`config.mk`:
```
export PLATFORM = sky130hd
export DESIGN_NAME = axi4_master_bridge
export DESIGN_NICKNAME = d
export VERILOG_FILES = /design/src/rtl/axi4_master_bridge.sv
export SDC_FILE = /design/constraint.sdc
export NUM_CORES = 1
export LEC_CHECK = 0
export CORE_MARGIN = 2
export CORE_UTILIZATION = 37
export DETAILED_ROUTE_END_ITERATION = 12
export GPL_TIMING_DRIVEN = 0
export MAX_ROUTING_LAYER = met4
export PLACE_DENSITY = 0.87
export SLEW_MARGIN = 20
export SYNTH_ARGS = -nofsm -noshare
export SYNTH_HDL_FRONTEND = slang
export SYNTH_SLANG_ARGS = --single-unit
```
`constraint.sdc`:
```
create_clock -name clk -period 1.91 [get_ports clk]
set_clock_uncertainty 0.2 [all_clocks]
set_input_delay 0.191 -clock clk [delete_from_list [all_inputs] [get_ports clk]]
set_output_delay 0.191 -clock clk [all_outputs]
set_load 0.005 [all_outputs]
```
`src/rtl/axi4_master_bridge.sv`:
```
// axi4_master_bridge
// Turns a single-outstanding valid/ready memory request from the SoC
// interconnect into one single-beat AXI4 transaction on the m_axi_* master
// port. The request is registered on accept, so a one-cycle axi_valid pulse
// is enough. Completion is a one-cycle axi_ready pulse qualified by axi_error,
// with axi_rdata carrying read data (zero for writes).
//
// Ports:
//   clk, rst                 clock, synchronous active-high reset
//   axi_valid/instr/addr/    request side (sampled only while idle);
//   axi_wdata/wstrb          wstrb == 0 selects a read
//   axi_rdata/ready/error    completion side
//   m_axi_aw*/w*/b*          AXI4 write address, data and response channels
//   m_axi_ar*/r*             AXI4 read address and data channels
module axi4_master_bridge #(
  parameter logic [31:0] BASE_ADDR = 32'h0000_0000,
  parameter logic        PROT_PRIV = 1'b1
) (
  input  logic        clk,
  input  logic        rst,
  input  logic        axi_valid,
  input  logic        axi_instr,
  input  logic [31:0] axi_addr,
  input  logic [31:0] axi_wdata,
  input  logic [3:0]  axi_wstrb,
  output logic [31:0] axi_rdata,
  output logic        axi_ready,
  output logic        axi_error,
  output logic [31:0] m_axi_awaddr,
  output logic        m_axi_awvalid,
  input  logic        m_axi_awready,
  output logic [7:0]  m_axi_awlen,
  output logic [2:0]  m_axi_awsize,
  output logic [1:0]  m_axi_awburst,
  output logic        m_axi_awlock,
  output logic [3:0]  m_axi_awcache,
  output logic [2:0]  m_axi_awprot,
  output logic [3:0]  m_axi_awqos,
  output logic [31:0] m_axi_wdata,
  output logic [3:0]  m_axi_wstrb,
  output logic        m_axi_wlast,
  output logic        m_axi_wvalid,
  input  logic        m_axi_wready,
  input  logic [1:0]  m_axi_bresp,
  input  logic        m_axi_bvalid,
  output logic        m_axi_bready,
  output logic [31:0] m_axi_araddr,
  output logic        m_axi_arvalid,
  input  logic        m_axi_arready,
  output logic [7:0]  m_axi_arlen,
  output logic [2:0]  m_axi_arsize,
  output logic [1:0]  m_axi_arburst,
  output logic        m_axi_arlock,
  output logic [3:0]  m_axi_arcache,
  output logic [2:0]  m_axi_arprot,
  output logic [3:0]  m_axi_arqos,
  input  logic [31:0] m_axi_rdata,
  input  logic [1:0]  m_axi_rresp,
  input  logic        m_axi_rlast,
  input  logic        m_axi_rvalid,
  output logic        m_axi_rready
);

  typedef enum logic [2:0] {
    IDLE  = 3'd0,
    WRITE = 3'd1,
    WRESP = 3'd2,
    READ  = 3'd3,
    RRESP = 3'd4
  } state_t;

  state_t      state_r;
  logic [31:0] addr_r;
  logic [31:0] wdata_r;
  logic [3:0]  wstrb_r;
  logic        instr_r;
  logic        awvalid_r;
  logic        wvalid_r;
  logic        bready_r;
  logic        arvalid_r;
  logic        rready_r;
  logic        ready_r;
  logic        error_r;
  logic [31:0] rdata_r;
  logic        aw_done_s;
  logic        w_done_s;
  logic        unused_rlast_s;

  // A channel counts as done if it finished earlier (valid already dropped)
  // or is handshaking this cycle, so AW and W may complete in either order.
  assign aw_done_s = ~awvalid_r | m_axi_awready;
  assign w_done_s  = ~wvalid_r  | m_axi_wready;

  // Single beats only; rlast carries no information for us.
  assign unused_rlast_s = m_axi_rlast;

  // Request FSM: accept, issue address/data, wait for response, pulse ready.
  always_ff @(posedge clk) begin
    if (rst) begin
      state_r   <= IDLE;
      addr_r    <= 32'h0000_0000;
      wdata_r   <= 32'h0000_0000;
      wstrb_r   <= 4'b0000;
      instr_r   <= 1'b0;
      awvalid_r <= 1'b0;
      wvalid_r  <= 1'b0;
      bready_r  <= 1'b0;
      arvalid_r <= 1'b0;
      rready_r  <= 1'b0;
      ready_r   <= 1'b0;
      error_r   <= 1'b0;
      rdata_r   <= 32'h0000_0000;
    end else begin
      ready_r <= 1'b0;
      case (state_r)
        IDLE: begin
          if (axi_valid) begin
            addr_r  <= axi_addr + BASE_ADDR;
            wdata_r <= axi_wdata;
            wstrb_r <= axi_wstrb;
            instr_r <= axi_instr;
            if (axi_wstrb != 4'b0000) begin
              state_r   <= WRITE;
              awvalid_r <= 1'b1;
              wvalid_r  <= 1'b1;
            end else begin
              state_r   <= READ;
              arvalid_r <= 1'b1;
            end
          end
        end
        WRITE: begin
          if (awvalid_r && m_axi_awready) begin
            awvalid_r <= 1'b0;
          end
          if (wvalid_r && m_axi_wready) begin
            wvalid_r <= 1'b0;
          end
          if (aw_done_s && w_done_s) begin
            state_r  <= WRESP;
            bready_r <= 1'b1;
          end
        end
        WRESP: begin
          if (m_axi_bvalid) begin
            state_r  <= IDLE;
            bready_r <= 1'b0;
            ready_r  <= 1'b1;
            error_r  <= (m_axi_bresp != 2'b00);
            rdata_r  <= 32'h0000_0000;
          end
        end
        READ: begin
          if (m_axi_arready) begin
            state_r   <= RRESP;
            arvalid_r <= 1'b0;
            rready_r  <= 1'b1;
          end
        end
        RRESP: begin
          if (m_axi_rvalid) begin
            state_r  <= IDLE;
            rready_r <= 1'b0;
            ready_r  <= 1'b1;
            error_r  <= (m_axi_rresp != 2'b00);
            rdata_r  <= m_axi_rdata;
          end
        end
        default: begin
          state_r   <= IDLE;
          awvalid_r <= 1'b0;
          wvalid_r  <= 1'b0;
          bready_r  <= 1'b0;
          arvalid_r <= 1'b0;
          rready_r  <= 1'b0;
        end
      endcase
    end
  end

  assign axi_rdata = rdata_r;
  assign axi_ready = ready_r;
  assign axi_error = error_r;

  assign m_axi_awaddr  = addr_r;
  assign m_axi_awvalid = awvalid_r;
  assign m_axi_awlen   = 8'd0;
  assign m_axi_awsize  = 3'b010;
  assign m_axi_awburst = 2'b01;
  assign m_axi_awlock  = 1'b0;
  assign m_axi_awcache = 4'b0011;
  assign m_axi_awprot  = {instr_r, 1'b0, PROT_PRIV};
  assign m_axi_awqos   = 4'd0;
  assign m_axi_wdata   = wdata_r;
  assign m_axi_wstrb   = wstrb_r;
  assign m_axi_wlast   = wvalid_r;
  assign m_axi_wvalid  = wvalid_r;
  assign m_axi_bready  = bready_r;

  assign m_axi_araddr  = addr_r;
  assign m_axi_arvalid = arvalid_r;
  assign m_axi_arlen   = 8'd0;
  assign m_axi_arsize  = 3'b010;
  assign m_axi_arburst = 2'b01;
  assign m_axi_arlock  = 1'b0;
  assign m_axi_arcache = 4'b0011;
  assign m_axi_arprot  = {instr_r, 1'b0, PROT_PRIV};
  assign m_axi_arqos   = 4'd0;
  assign m_axi_rready  = rready_r;

endmodule

```
==> qor.yml, run 1 <==
gp_congestion: 0.762
die_y_um: 118
synth_cell_type_count: 31
start_kind: "flop"
die_w_um: 118
syn_avg_cell_area_um2: 8.12
synth_seq_area_share_pct: 46.6
post-route-drc-count: 0
place_area_mm2: 0.00769
grt_pass1_vias: 4776
path_class: "reg -> reg"
cts_tree: "yes"
max_slew_margin_pct: 55.4
via_per_inst: 4.51
rows: 41
rr_endpoint: "m_axi_araddr[16]$_SDFFE_PP0P_"
cp_slowest_cell: "dfxtp_1"
hold_viol_final: 0
first_pass_iters: 5
start_util_pct: 37.8
slew_violations: 0
synth_seq_cells: 111
clk_latency_ns: 0.35
critical-path-top-delay-family: "buffers and inverters"
yosys_warnings: 0
setup-violations-final: 0
post-place-ws_ns: -0.208
drv_cap: 0
whs_path_depth: 2
ff2ff_setup_slack_ns: 0.1
root_buffer: "clkbuf_16"
drive_gt1_share_pct: 14.9
holdPathEnd: "m_axi_wdata[4]$_SDFFE_PP0P_"
path_max_fanout: 10
grt_usage_pct: 23.1
fin_ws_ns: 0.0971
arrival_ns: 1.89
drt_iter0_markers: 258
grt_max_degree: 19
power.density_mw_per_mm2: 739
ctsLongestPathBuffers: 2
antenna_found_initial: 0
cts_sinks: 111
nFillCells: 1089
wl_um: 15600
hold_class: "in -> reg"
cts-buffers-inserted: 9
hold_start: "rst"
critPathCaptureType: "flop"
diodes: 0
syn_inst: 588
htreeDepth: 3
dp_hpwl_um: 12100
vdd_ir_drop_max_v: 0.000926
avgRoutedWirePerCell_um: 14.5
status: "complete, no violations"
path_cells: "buf_6 -> nor2_4 -> and3_1 -> buf_2 -> buf_4 -> nand2_1 -> a21oi_1"
fin_nets: 1015
grt_pass1_wl_um: 24900
hold_slack_ns: 0.106
portBuffers: 253
design_area_mm2: 0.00807
num_vias: 4867
p_total_mw: 5.97
setup_tns_ns: 0
finalCritPeriodShare_pct: 94.9
reg2regPathDepth: 7
syn-cell-area_mm2: 0.00477
finalCriticalPeriod_ns: 1.81
design.core.area_mm2: 0.0126
p_leak_nw: 3.17
reg2reg_from: "state_r[0]$_SDFFE_PP0P_"
syn2layout_area_growth_pct: 69.1
fmax_ghz: 0.552
stdcell_count: 1078
post-route-util_pct: 64.0
path_clk_slew_ns: 0.07
ios: 304
dp_cells: 1059
worst_pin_slew_ns: 0.670
max_stage_delay_ns: 0.32
critical_path_required_ns: 1.99
die_area_mm2: 0.0138
antenna_left: 0
grt-ovfl-total: 0
crit_buf_inv: 3
==> cell usage in the layout, fill, tap and decap left out, types with 3 or more instances in the layout <==
master and n:
nand2_1 175, bufinv_16 3, buf_4 96, clkbuf_16 9, inv_1 5, buf_6 5
nand4_1 32, dfxtp_1 111, clkdlybuf4s50_1 253, nor2_1 4, clkbuf_1 21, buf_2 6
conb_1 48, a21oi_1 106
==> kinds of logic (layout without fill, tap and decap cells) <==
group | after synthesis | in the layout | synth area share [%]
and+or+nand+nor | 224 | 224 | 20.8
muxes | 1 | 1 | 0.472
DFF | 111 | 111 | 46.6
buffers and inverters | 131 | 403 | 18.6
AOI/OAI and AO/OA | 119 | 119 | 13.5
other | 2 | 48 | 0.157
==> metal layers <==
layer	track usage [%]	vias up	wire length, um
met5	-	-	0
met4	8.13	0	369
met3	6.54	28	1190
met2	39.7	210	7960
met1	25.8	2194	6100
li1	-	2435	-
==> report_power, final <==
group | switching, mW | total (mW) | internal (mW)
Clock | 0.860 | 2.15 | 1.29
Combinational | 0.523 | 1.29 | 0.767
Sequential | 0.0854 | 2.52 | 2.44
==> cell usage after synthesis, drive strengths merged <==
cell       n  area (um2)
nor3       3        20.0
o221a      2        22.5
a2bb2oi    1        8.76
nand2    175         657
clkbuf    22        82.6
dfxtp    111        2220
and3       1        6.26
mux4       1        22.5
nor2       5        26.3
nor4       1        21.3
nand4     32         200
nor2b      2        12.5
inv        5        18.8
a32oi      1        8.76
a211o      1        8.76
buf      104         784
a31oi      1        21.3
a21oi    107         539
o211ai     1        7.51
conb       2        7.51
o21ai      3        15.0
o22ai      2        12.5
nand3      3        15.0
nor4bb     1        25.0
nor3b      1        7.51
==> registers in the layout, indices dropped and copies added, names as in the netlist <==
name	count
axi_error	1
axi_rdata	32
axi_ready	1
instr_r	1
m_axi_araddr	32
m_axi_arvalid	1
m_axi_awvalid	1
m_axi_bready	1
m_axi_rready	1
m_axi_wdata	32
m_axi_wlast	1
m_axi_wstrb	4
state_r	3
==> final cells by class <==
cell class / instances / area, um2 / area share [%]
clock buffer: 10 / 229 / 2.84
tap: 172 / 215 / 2.67
sequential: 111 / 2220 / 27.5
buffer: 126 / 870 / 10.8
inverter: 5 / 18.8 / 0.232
timing repair buffer: 256 / 2550 / 31.6
multi-input combinational: 392 / 1850 / 22.9
clock inverter: 6 / 116 / 1.44
==> how the worst max path moves through the flow <==
stage | start | endpoint | slack [ns] | cells after the start
CTS | state_r[0]$_SDFFE_PP0P_ | m_axi_araddr[16]$_SDFFE_PP0P_ | 0.005 | 6
detailed placement | axi_valid | m_axi_araddr[15]$_SDFFE_PP0P_ | -0.21 | 5
finish | state_r[0]$_SDFFE_PP0P_ | m_axi_araddr[16]$_SDFFE_PP0P_ | 0.1 | 7
floorplan | state_r[0]$_SDFFE_PP0P_ | axi_error$_SDFFE_PP0P_ | 0.41 | 6
global route | state_r[0]$_SDFFE_PP0P_ | m_axi_araddr[16]$_SDFFE_PP0P_ | -0.01 | 7
global placement | axi_valid | m_axi_araddr[14]$_SDFFE_PP0P_ | -0.15 | 5
==> worst reg2reg max path: cells and delay by family (launching register included) <==
kind                   cells  cell delay [ns]
buffers and inverters      3             0.61
and+or+nand+nor            3             0.46
DFF                        1             0.32
AOI/OAI and AO/OA          1             0.15
==> repair_timing <==
item                       CTS  global route
hold buffers                 0             0
buffers inserted             0             3
gates resized for setup      1             5
setup endpoints to repair   63            29
pin swaps                    0             1
(Power assumes the default switching activity.)
==> run 2: changes to the inputs <==
- CORE_MARGIN: 2 -> 4
==> run 2 against run 1 <==
Effect of this change: via count rose by 0.70%; core utilization down 0.33 points; fmax increased by 3.1%; critical path depth did not move; first-iteration DRC count shrank 25%; clock-buffer cell count increased by 2; final cell count decreased by 0.19%; total power fell by 4.1%; critical path type unchanged.
==> qor.yml, run 2 (synthesis results as in run 1) <==
path_class: "reg -> reg"
finalCritPeriodShare_pct: 92.1  # -2.9 points
num_vias: 4901  # +0.70%
gp_congestion: 0.822  # +7.9%
p_total_mw: 5.72  # -4.1%
max_slew_margin_pct: 59.9  # +4.5 points
htreeDepth: 3  # unchanged
ctsLongestPathBuffers: 2  # unchanged
fmax_ghz: 0.569  # +3.1%
path_clk_slew_ns: 0.07  # about the same
die_y_um: 122  # +3.4%
antenna_found_initial: 0  # unchanged
grt_usage_pct: 21.3  # -1.8 points
rows: 41  # unchanged
hold_class: "in -> reg"
fin_ws_ns: 0.152  # +0.0545 ns
status: "complete, no violations"
hold_start: "rst"
wl_um: 16100  # +3.3%
ios: 304  # unchanged
final_cell_mix: "253 x clkdlybuf4s50_1, 175 x nand2_1, 111 x dfxtp_1"
reg2reg_from: "state_r[0]$_SDFFE_PP0P_"
post-place-ws_ns: -0.249  # -0.0411 ns
ff2ff_setup_slack_ns: 0.15  # +0.05 ns
dp_hpwl_um: 12700  # +5.1%
slew_violations: 0  # unchanged
first_pass_iters: 4  # -1
start_util_pct: 37.8  # unchanged
critical_path_required_ns: 1.98  # about the same
grt_pass1_wl_um: 23900  # -3.8%
start_kind: "flop"
fin_nets: 1014  # -0.099%
cts_tree: "yes"
cts-buffers-inserted: 9  # unchanged
design.core.area_mm2: 0.0126  # unchanged
holdPathEnd: "m_axi_wdata[2]$_SDFFE_PP0P_"
critPathCaptureType: "flop"
power.density_mw_per_mm2: 712  # -3.6%
die_area_mm2: 0.0148  # +6.9%
whs_path_depth: 2  # unchanged
diodes: 0  # unchanged
vdd_ir_drop_max_v: 0.000630  # -32%
hold_viol_final: 0  # unchanged
drv_cap: 0  # unchanged
grt_pass1_vias: 4747  # -0.61%
nFillCells: 1097  # +0.73%
cts_sinks: 111  # unchanged
syn2layout_area_growth_pct: 68.3
antenna_left: 0  # unchanged
finalCriticalPeriod_ns: 1.76  # -0.0545 ns
portBuffers: 253  # unchanged
drive_gt1_share_pct: 14.7  # -0.19 points
cts_hold_buf: 0  # unchanged
post-route-drc-count: 0  # unchanged
clk_latency_ns: 0.34  # about the same
path_max_fanout: 10  # unchanged
die_w_um: 122  # +3.4%
via_per_inst: 4.55  # +0.89%
p_leak_nw: 3.15  # -0.72%
grt_max_degree: 17  # -2
reg2regPathDepth: 7  # unchanged
final_common_cell: "clkdlybuf4s50_1"
setup-violations-final: 0  # unchanged
root_buffer: "clkbuf_16"
arrival_ns: 1.83  # -0.06 ns
drt_iter0_markers: 193  # -25%
grt-ovfl-total: 0  # unchanged
avgRoutedWirePerCell_um: 15.0  # +3.5%
rsz0062_at_grt: "no"
rr_endpoint: "m_axi_araddr[13]$_SDFFE_PP0P_"
worst_pin_slew_ns: 0.602  # -0.0678 ns
## run 2: cell count changes in the layout (fill, tap and decap cells not counted), sizes merged
cell,change
clkinvlp,+1
clkbuf,+2
buf,-1
inv,-2
bufinv,-2
## run 2: final cells by class
type / instances / area (um2) / share of cell area [%]
Sequential cell: 111 / 2220 / 27.7
Tap cell: 172 / 215 / 2.68
Inverter: 5 / 18.8 / 0.234
Timing Repair Buffer: 255 / 2560 / 31.9
Multi-Input combinational cell: 392 / 1850 / 23.0
Clock buffer: 12 / 256 / 3.19
Buffer: 126 / 870 / 10.8
Clock inverter: 3 / 42.5 / 0.530
## run 2: through the flow
step	hold WS, ns	setup TNS, ns	util, %	instances	area, um2
4_1_cts	0.132	0	63.4	1074	8000
2_1_floorplan	0.127	0	-	634	4950
5_1_grt	0.140	0	63.7	1076	8030
3_3_place_gp	0.237	-7.85	61.0	1059	7690
6_report	0.125	0	63.7	1076	8030
3_5_place_dp	0.242	-10.28	61.0	1059	7690
## run 2: worst max-delay path, cell delays in order, from the launching register on
cell	delay [ns]
dfxtp_1	0.31
buf_6	0.14
nor2_4	0.17
and3_1	0.17
buf_2	0.23
buf_4	0.24
nand2_1	0.08
a21oi_1	0.14
## run 2: worst max path at each step
stage	startpoint	endpoint	slack (ns)	depth (start not counted)
floorplan	state_r[0]$_SDFFE_PP0P_	axi_error$_SDFFE_PP0P_	0.41	6
global placement	axi_valid	m_axi_araddr[14]$_SDFFE_PP0P_	-0.22	5
detailed placement	axi_valid	m_axi_araddr[20]$_SDFFE_PP0P_	-0.25	5
CTS	state_r[0]$_SDFFE_PP0P_	m_axi_wdata[5]$_SDFFE_PP0P_	0.02	6
global route	state_r[2]$_SDFFE_PP0P_	axi_rdata[30]$_SDFFE_PP0P_	0.02	4
finish	state_r[0]$_SDFFE_PP0P_	m_axi_araddr[13]$_SDFFE_PP0P_	0.15	7
## run 2: per-layer routing
metal  GRT usage, %  share of wire (%)
met4           7.21                2.2
met1           22.7                 39
met3           6.36                8.1
met2           37.5                 51
met5              -                  0
## run 2: power by group
group / internal, mW / total [mW] / switching [mW]
combinational: 0.772 / 1.30 / 0.528
sequential: 2.44 / 2.52 / 0.0798
clock: 1.08 / 1.90 / 0.823
total: 4.29 / 5.72 / 1.43
## run 2: timing repair
action                                  4_1_cts  5_1_grt
pin swaps                                     0        1
setup buffers                                 0        2
gates resized for setup                       3        2
endpoints found under the setup margin       72       65
==> run 3: changes to the inputs <==
- MAX_ROUTING_LAYER: met4 -> unset
==> run 3 against run 2 <==
Effect of this change: first-iteration DRC count up 5.7%; non-clock buffer count unchanged; sequential power about the same; clock-buffer cell count unchanged; total power about the same; final cell count unchanged; worst setup slack worse by 0.0052 ns; clock power about the same; global-route usage down 0.53 points; combinational power about the same; cell area unchanged; fmax down 0.29%; critical path type unchanged; largest cell class unchanged.
==> qor.yml, run 3 (synthesis results as in run 1) <==
status: "complete, no violations"
first_pass_iters: 4  # unchanged
start_kind: "flop"
die_w_um: 122  # unchanged
die_area_mm2: 0.0148  # unchanged
vdd_ir_drop_max_v: 0.000627  # -0.53%
num_vias: 4872  # -0.59%
start_util_pct: 37.8  # unchanged
path_cells: "buf_2 -> clkbuf_1 -> nand4_1 -> a21oi_1"
crit_buf_inv: 2  # -1
rsz0062_at_grt: "no"
final_common_cell: "clkdlybuf4s50_1"
worst_pin_slew_ns: 0.599  # -0.00291 ns
grt_pass1_wl_um: 24000  # +0.31%
final_cell_mix: "253 x clkdlybuf4s50_1, 175 x nand2_1, 111 x dfxtp_1"
critical-path-top-delay-family: "buffers and inverters"
post-route-drc-count: 0  # unchanged
setup_tns_ns: 0  # unchanged
dp_hpwl_um: 12700  # unchanged
clk_latency_ns: 0.34  # about the same
hold_class: "in -> reg"
root_buffer: "clkbuf_16"
finalCriticalPeriod_ns: 1.76  # +0.00516 ns
grt_usage_pct: 20.7  # -0.53 points
path_clk_slew_ns: 0.07  # about the same
antenna_left: 0  # unchanged
drv_cap: 0  # unchanged
power.density_mw_per_mm2: 712  # about the same
reg2regPathDepth: 4  # -3
fmax_ghz: 0.567  # -0.29%
max_stage_delay_ns: 0.47  # +0.16 ns
cts_hold_buf: 0  # unchanged
diodes: 0  # unchanged
htreeDepth: 3  # unchanged
gp_congestion: 0.810  # -1.4%
arrival_ns: 1.84  # about the same
stdcell_count: 1076  # unchanged
drive_gt1_share_pct: 14.7  # unchanged
ios: 304  # unchanged
max_slew_margin_pct: 60.1  # +0.19 points
whs_path_depth: 2  # unchanged
rows: 41  # unchanged
p_leak_nw: 3.15  # unchanged
cts-buffers-inserted: 9  # unchanged
syn2layout_area_growth_pct: 68.3  # unchanged
dp_cells: 1059  # unchanged
die_y_um: 122  # unchanged
path_class: "reg -> reg"
critical_path_required_ns: 1.99  # about the same
via_per_inst: 4.53  # -0.59%
hold_viol_final: 0  # unchanged
setup-violations-final: 0  # unchanged
wl_um: 16100  # about the same
finalCritPeriodShare_pct: 92.3  # +0.27 points
drt_iter0_markers: 204  # +5.7%
cts_sinks: 111  # unchanged
ctsLongestPathBuffers: 2  # unchanged
fin_nets: 1014  # unchanged
portBuffers: 253  # unchanged
cts_tree: "yes"
post-route-util_pct: 63.7  # unchanged
grt_pass1_vias: 4741  # -0.13%
avgRoutedWirePerCell_um: 15.0  # about the same
antenna_found_initial: 0  # unchanged
critPathCaptureType: "flop"
cp_num_cells: 4  # -3
grt_max_degree: 17  # unchanged
grt-ovfl-total: 0  # unchanged
design.core.area_mm2: 0.0126  # unchanged
path_max_fanout: 10  # unchanged
cp_slowest_cell: "clkbuf_1"
hold_slack_ns: 0.122  # -0.00367 ns
slew_violations: 0  # unchanged
==> run 3: cell counts in the layout (fill, tap and decap cells not counted) <==
Identical to the previous run, type by type.
==> run 3: repair_timing <==
| action | 4_1_cts | 5_1_grt |
|---|---|---|
| setup endpoints to repair | 72 | 65 |
| gates resized for setup | 3 | 2 |
| cloned | 0 | 0 |
| pin swaps | 0 | 1 |
| buffers inserted | 0 | 2 |
==> run 3: layout make-up <==
type	count	area, um2
Sequential cell	111	2220
Tap cell	172	215
Buffer	126	870
Multi-Input combinational cell	392	1850
Clock buffer	12	256
Clock inverter	3	42.5
Timing Repair Buffer	255	2560
Fill cell	1097	4590
Inverter	5	18.8
==> run 3: worst reg2reg max path: stages (launching register included) <==
cell	delay, ns
dfxtp_1	0.40
buf_2	0.28
clkbuf_1	0.47
nand4_1	0.17
a21oi_1	0.18
==> run 3: worst paths after layout <==
| check | endpoint | startpoint | slack [ns] |
|---|---|---|---|
| setup reg to reg | axi_rdata[29]$_SDFFE_PP0P_ | state_r[2]$_SDFFE_PP0P_ | 0.15 |
| hold reg to reg | axi_rdata[23]$_SDFFE_PP0P_ | axi_rdata[23]$_SDFFE_PP0P_ | 0.25 |
| setup / recovery | axi_rdata[29]$_SDFFE_PP0P_ | state_r[2]$_SDFFE_PP0P_ | 0.15 |
| hold / removal | m_axi_wdata[2]$_SDFFE_PP0P_ | rst | 0.12 |
==> run 3: routing by layer <==
| metal | wire, um | share of wire, % | track usage (%) | vias to the layer above |
|---|---|---|---|---|
| met1 | 6020 | 37 | 21.8 | 2223 |
| li1 | - | - | - | 2433 |
| met4 | 308 | 1.9 | 6.16 | 0 |
| met2 | 8180 | 51 | 37.5 | 192 |
| met3 | 1620 | 10 | 8.87 | 24 |
| met5 | 0 | 0 | 0 | - |
==> run 3: through the flow <==
step | instance area (um2) | power (mW) | setup slack [ns]
6_report | 8030 | 5.72 | 0.146
4_1_cts | 8000 | 5.74 | 0.0154
3_3_place_gp | 7690 | 3.83 | -0.220
3_5_place_dp | 7690 | 3.85 | -0.249
5_1_grt | 8030 | 5.97 | 0.0164
2_1_floorplan | 4950 | 3.12 | 0.407
==> run 3: power by group <==
part | internal [mW] | leakage, nW | switching [mW]
sequential | 2.44 | 0.906 | 0.0797
clock | 1.08 | 0.145 | 0.823
combinational | 0.772 | 2.10 | 0.528
total | 4.29 | 3.15 | 1.43
